`src/rtl/word_packer_pkg.sv`:
```
// Shared sizing constants and the debug state encoding of the word packer.
package word_packer_pkg;

  localparam int NB_DATA_DEF = 8;
  localparam int N_WORD_DEF  = 8;
  localparam int NB_TOTAL    = NB_DATA_DEF * N_WORD_DEF;
  localparam int NB_PTR      = $clog2(N_WORD_DEF);
  localparam int NB_CNT      = $clog2(N_WORD_DEF + 1);

  // Bit 1 = an output frame is held, bit 0 = a frame is being filled.
  // Both can be set together: filling continues while the output waits.
  typedef enum logic [1:0] {
    ST_EMPTY        = 2'b00,
    ST_FILLING      = 2'b01,
    ST_HOLD         = 2'b10,
    ST_HOLD_FILLING = 2'b11
  } state_e;

  function automatic state_e state_of(input logic hold, input logic filling);
    return state_e'({hold, filling});
  endfunction

endpackage

```
`src/rtl/word_packer_frame_hold_reg.sv`:
```
// Registered output stage: loads a frame, holds it under backpressure and
// releases it on the downstream handshake.
module frame_hold_reg #(
  parameter int WIDTH = 8
) (
  input  logic             clock,
  input  logic             reset,
  input  logic             i_load,
  input  logic [WIDTH-1:0] i_load_data,
  input  logic             i_ready,
  output logic [WIDTH-1:0] o_data,
  output logic             o_valid,
  output logic             o_load_ok
);

  logic [WIDTH-1:0] r_data;
  logic             r_valid;

  // A new frame may be loaded when the slot is free or drains this cycle.
  assign o_load_ok = reset && (!r_valid || i_ready);
  assign o_data    = r_data;
  assign o_valid   = r_valid;

  // Load has priority over drain so back-to-back frames never bubble.
  always_ff @(posedge clock or negedge reset) begin
    if (!reset) begin
      r_data  <= '0;
      r_valid <= 1'b0;
    end else if (i_load) begin
      r_data  <= i_load_data;
      r_valid <= 1'b1;
    end else if (r_valid && i_ready) begin
      r_valid <= 1'b0;
    end
  end

endmodule

```
`src/rtl/word_packer.sv`:
```
// Collects serial NB_DATA-bit samples into an N_WORD-word frame (word 0 in
// the LSBs) and presents it on a registered valid/ready output.
//
// Handshake semantics (both sides): a transfer happens on a rising edge
// where valid && ready are both high; valid, once raised, holds together
// with its payload until that transfer; ready never depends on valid.
module word_packer
  import word_packer_pkg::*;
#(
  parameter int NB_DATA = NB_DATA_DEF,
  parameter int N_WORD  = N_WORD_DEF
) (
  input  logic                         clock,
  input  logic                         reset,
  input  logic [NB_DATA-1:0]           i_data,
  input  logic                         i_valid,
  input  logic                         i_last,
  output logic                         o_ready,
  output logic [NB_DATA*N_WORD-1:0]    o_data,
  output logic                         o_valid,
  input  logic                         i_ready,
  output logic [$clog2(N_WORD+1)-1:0]  o_nwords,
  output logic                         o_partial,
  output state_e                       o_dbg_state
);

  localparam int W_TOTAL = NB_DATA * N_WORD;
  localparam int W_PTR   = $clog2(N_WORD);
  localparam int W_CNT   = $clog2(N_WORD + 1);
  localparam int W_HOLD  = 1 + W_CNT + W_TOTAL;

  logic [W_PTR-1:0]   r_wr_ptr;
  logic [W_TOTAL-1:0] r_acc;
  state_e             r_state;
  state_e             w_state_nxt;

  logic               w_ready;
  logic               w_valid;
  logic               w_accept;
  logic               w_last_slot;
  logic               w_complete;
  logic [W_TOTAL-1:0] w_frame;
  logic [W_CNT-1:0]   w_nwords;
  logic               w_partial;
  logic [W_HOLD-1:0]  w_hold_q;

  assign w_last_slot = (r_wr_ptr == W_PTR'(N_WORD - 1));
  assign w_accept    = i_valid && w_ready;
  assign w_complete  = w_accept && (w_last_slot || i_last);
  assign w_nwords    = W_CNT'(r_wr_ptr) + W_CNT'(1);
  assign w_partial   = !w_last_slot;

  // Slots above wr_ptr are always zero in r_acc (only slot wr_ptr is ever
  // written and the whole accumulator clears on completion), so the outgoing
  // frame is r_acc with slot wr_ptr replaced by the incoming sample.
  for (genvar k = 0; k < N_WORD; k++) begin : g_slot
    logic w_sel;
    assign w_sel = (r_wr_ptr == W_PTR'(k));
    assign w_frame[(k+1)*NB_DATA-1 -: NB_DATA] =
      w_sel ? i_data : r_acc[(k+1)*NB_DATA-1 -: NB_DATA];

    // Per-slot write enable; completion zero-fills for the next frame.
    always_ff @(posedge clock or negedge reset) begin
      if (!reset) begin
        r_acc[(k+1)*NB_DATA-1 -: NB_DATA] <= '0;
      end else if (w_complete) begin
        r_acc[(k+1)*NB_DATA-1 -: NB_DATA] <= '0;
      end else if (w_accept && w_sel) begin
        r_acc[(k+1)*NB_DATA-1 -: NB_DATA] <= i_data;
      end
    end
  end

  // Write pointer: advance on accept, restart at slot 0 on completion.
  always_ff @(posedge clock or negedge reset) begin
    if (!reset) begin
      r_wr_ptr <= '0;
    end else if (w_complete) begin
      r_wr_ptr <= '0;
    end else if (w_accept) begin
      r_wr_ptr <= r_wr_ptr + W_PTR'(1);
    end
  end

  frame_hold_reg #(
    .WIDTH (W_HOLD)
  ) u_hold (
    .clock       (clock),
    .reset       (reset),
    .i_load      (w_complete),
    .i_load_data ({w_partial, w_nwords, w_frame}),
    .i_ready     (i_ready),
    .o_data      (w_hold_q),
    .o_valid     (w_valid),
    .o_load_ok   (w_ready)
  );

  assign o_ready   = w_ready;
  assign o_valid   = w_valid;
  assign o_data    = w_hold_q[W_TOTAL-1:0];
  assign o_nwords  = w_hold_q[W_TOTAL +: W_CNT];
  assign o_partial = w_hold_q[W_HOLD-1];

  // Next debug state from the next values of wr_ptr!=0 and o_valid.
  always_comb begin
    w_state_nxt = ST_EMPTY;
    w_state_nxt = state_of(w_complete || (w_valid && !i_ready),
                           !w_complete && (w_accept || (r_wr_ptr != '0)));
  end

  // Debug state register.
  always_ff @(posedge clock or negedge reset) begin
    if (!reset) begin
      r_state <= ST_EMPTY;
    end else begin
      r_state <= w_state_nxt;
    end
  end

  assign o_dbg_state = r_state;

endmodule

```
`config.mk`:
```
export PLATFORM = sky130hd
export DESIGN_NAME = word_packer
export DESIGN_NICKNAME = d
export VERILOG_FILES = /design/src/rtl/word_packer_pkg.sv /design/src/rtl/word_packer_frame_hold_reg.sv /design/src/rtl/word_packer.sv
export SDC_FILE = /design/constraint.sdc
export NUM_CORES = 1
export LEC_CHECK = 0
export ABC_AREA = 1
export CORE_UTILIZATION = 40
export DETAILED_ROUTE_END_ITERATION = 10
export MAX_ROUTING_LAYER = met4
export PLACE_DENSITY_LB_ADDON = 0.25
export SLEW_MARGIN = 25
export SYNTH_ARGS = -nofsm -noshare
export SYNTH_HDL_FRONTEND = slang
export SYNTH_SLANG_ARGS = --single-unit
```
`constraint.sdc`:
```
create_clock -name clock -period 1.7 [get_ports clock]
set_clock_uncertainty 0.15 [all_clocks]
set_input_delay 0.17 -clock clock [delete_from_list [all_inputs] [get_ports clock]]
set_output_delay 0.17 -clock clock [all_outputs]
set_load 0.1 [all_outputs]
```
==> results.toml <==
[cts]
cts_buffer_depth = 2
cts_max_level = 4
cts_tree = "done"
clock-sinks = 139
clk_latency_ns = 0.43
cts.reportedPaths.clkPinSlew_ns = 0.06
cts-root-buf = "clkbuf_16"
cts_buffers = 17

[floorplan]
rows = 46
num_io_pins = 86
dieArea_um2 = 16620
dieHeight_um = 128.9
start_util_pct = 40.71
core_area_um2 = 15830
die_width_um = 128.9

[power_and_ir_drop]
switching_share_pct = 39.10
power.leakage_nw = 4.945
power_frac_comb_pct = 38.3
power_frac_seq_pct = 32.6
p_int_mw = 7.735
peakVddDrop_uv = 908.9
p_clk_share_pct = 29.0
switchingPower_mw = 4.966
power.density_nw_per_um2 = 1303
total_power_mw = 12.70

[sta]
max_freq_mhz = 588.7
period_minus_slack_ns = 1.699
hold_viol_final = 0
setup-violations-final = 0
rsz0062_at_grt = "true"
fin_setup_tns_ns = 0
slew_violations = 0
period_share_pct = 99.93
slew_headroom_pct = 49.96
tightest_slew_ns = 0.7506
holdWs_ns = 0.3065

[drt]
wl_um = 18730
drt_first_pass_iters = 5
via_count = 5889
ant_nets = 0
drt_iter0_markers = 525
drcViolationCount = 0
vias_per_cell = 5.112
wl_per_cell_um = 16.26

[outcome]
status = "completed"

[grt]
grt_overflow = 0
grt_antenna_before_repair = 1
grt_max_degree = 137
grt_pass1_wl_um = 27790
first_global_vias = 5382
grt_util_all_layers_pct = 22.89

[yosys]
synth_top_cell_area_share_pct = 53.98
synth.area.top_cells = "dfrtp_1 54%, nand2_1 24%, nand4_1 6.2%"
ys_seq_elements = 139
synth-warning-count = 0
yosysTopAreaCell = "dfrtp_1"
syn_area_um2 = 6444
syn_nets = 806
syn_avg_cell_area_um2 = 8.198
synthDistinctLibCells = 17
synthCells = 786
seq_area_frac_synth_pct = 53.98

[critical_path]
worstSetupPathType = "reg -> reg"
end_kind = "flop"
critPathMaxFanout = 8
required_ns = 1.92
cp-start-kind = "flop"
cp.arrival_ns = 1.92

[min_path]
hold_path.class = "in -> reg"

[cells_and_area]
diodes = 0
fillers = 1272
seqCellArea_um2 = 3483
multi_input_area_um2 = 2765
layout-area-overhead-vs-synth_pct = 51.28
fin_cells = 1152
drive_above_1_share_pct = 26.39
final_nets = 943

[place]
place_congestion = 0.8156
dp.cells = 1102
port_buffers = 85
dpl.hpwl_um = 11230

[job]
max-cap-violations = 0
-- per-layer routing --
| metal | part of all wire [%] | up-vias | global-route usage [%] |
|---|---|---|---|
| li1 | - | 2815 | - |
| met1 | 46 | 2825 | 30.44 |
| met2 | 45 | 208 | 33.64 |
| met3 | 6.4 | 41 | 5.405 |
| met4 | 2.7 | 0 | 9.204 |
| met5 | 0 | - | - |
-- cells in the final DEF (no fill, tap or decap), drive strengths merged, types with 3 or more instances in the layout --
| cell type | instances |
|---|---|
| buf | 147 |
| clkbuf | 32 |
| clkdlybuf4s50 | 11 |
| clkinv | 4 |
| dfrtp | 139 |
| ha | 7 |
| inv | 22 |
| nand2 | 424 |
| nand3 | 5 |
| nand4 | 64 |
| nor2 | 3 |
| o21ai | 68 |
-- metrics by stage --
stage	setup WS [ns]	util (%)	area, µm²
2_1_floorplan	-0.4263	-	6460
5_1_grt	-0.07185	61.59	9748
3_3_place_gp	-0.1376	54.57	8637
4_1_cts	-0.008963	58.90	9323
6_report	0.001218	61.59	9748
3_5_place_dp	-0.1810	54.57	8637
-- final cells by class --
type                       count  share of cell area (%)
clock inverter                 7                  0.8985
sequential                   139                   35.73
timing repair buffer         167                   26.20
multi-input combinational    575                   28.37
clock buffer                  25                   5.083
tap                          216                   2.772
inverter                      23                  0.9498
-- sequential cells by signal (all words and copies together) (netlist names) --
name / cells
r_acc: 64
r_wr_ptr: 3
u_hold.o_data: 69
u_hold.o_valid: 1
o_dbg_state: 2
-- cell usage after synthesis --
master	count
nand2_1	413
dfrtp_1	139
o21ai_0	68
nand4_1	64
buf_2	23
inv_1	21
buf_6	15
nand2_2	11
clkbuf_1	8
ha_1	7
nand3_1	5
buf_4	3
nor2_4	3
inv_2	2
nand3b_1	2
a21oi_4	1
nor3_1	1
-- power by group through the flow --
stage                     combinational [mW]  clock (mW)  sequential, mW
after floorplan                        0.913           0            6.02
after global placement                  4.60           0            4.19
after detailed placement                4.64           0            4.19
after global routing                    5.09        3.86            4.20
final                                   4.87        3.69            4.15
after CTS                               4.69        3.72            4.14
-- final timing paths --
kind                             start           endpoint  slack, ns  cells past startpoint
setup / recovery           r_wr_ptr[1]          r_acc[48]      0.001                      8
hold / removal                  i_last  u_hold.o_data[68]       0.31                      3
setup reg to reg           r_wr_ptr[1]          r_acc[48]      0.001                      8
hold reg to reg              r_acc[55]          r_acc[55]       0.32                      2
max in group asynchronous        reset        r_wr_ptr[2]       0.46                      3
min in group asynchronous        reset  u_hold.o_data[48]       0.33                      3
-- kinds of logic after synthesis --
family / after synthesis / share of synthesized area [%]
adders and majority gates: 7 / 1.359
and+or+nand+nor: 499 / 32.56
DFF: 139 / 53.98
buffers and inverters: 72 / 6.563
AOI/OAI and AO/OA: 69 / 5.534
-- critical path: stages (launching register included) --
cell and delay, ns:
dfrtp_1 0.39, ha_2 0.22, ha_4 0.17, nor2_4 0.14, buf_12 0.15, buf_12 0.12, buf_12 0.11, nand4_1 0.09
nand2_1 0.09
-- what timing repair did --
action	CTS	global route
gates cloned	0	9
endpoints found under the hold margin	139	0
setup buffers	4	5
hold buffers	2	0
resized for setup	16	57
pin swaps	7	19
endpoints found under the setup margin	129	136
No activity file was read; power rests on OpenSTA's default activity.
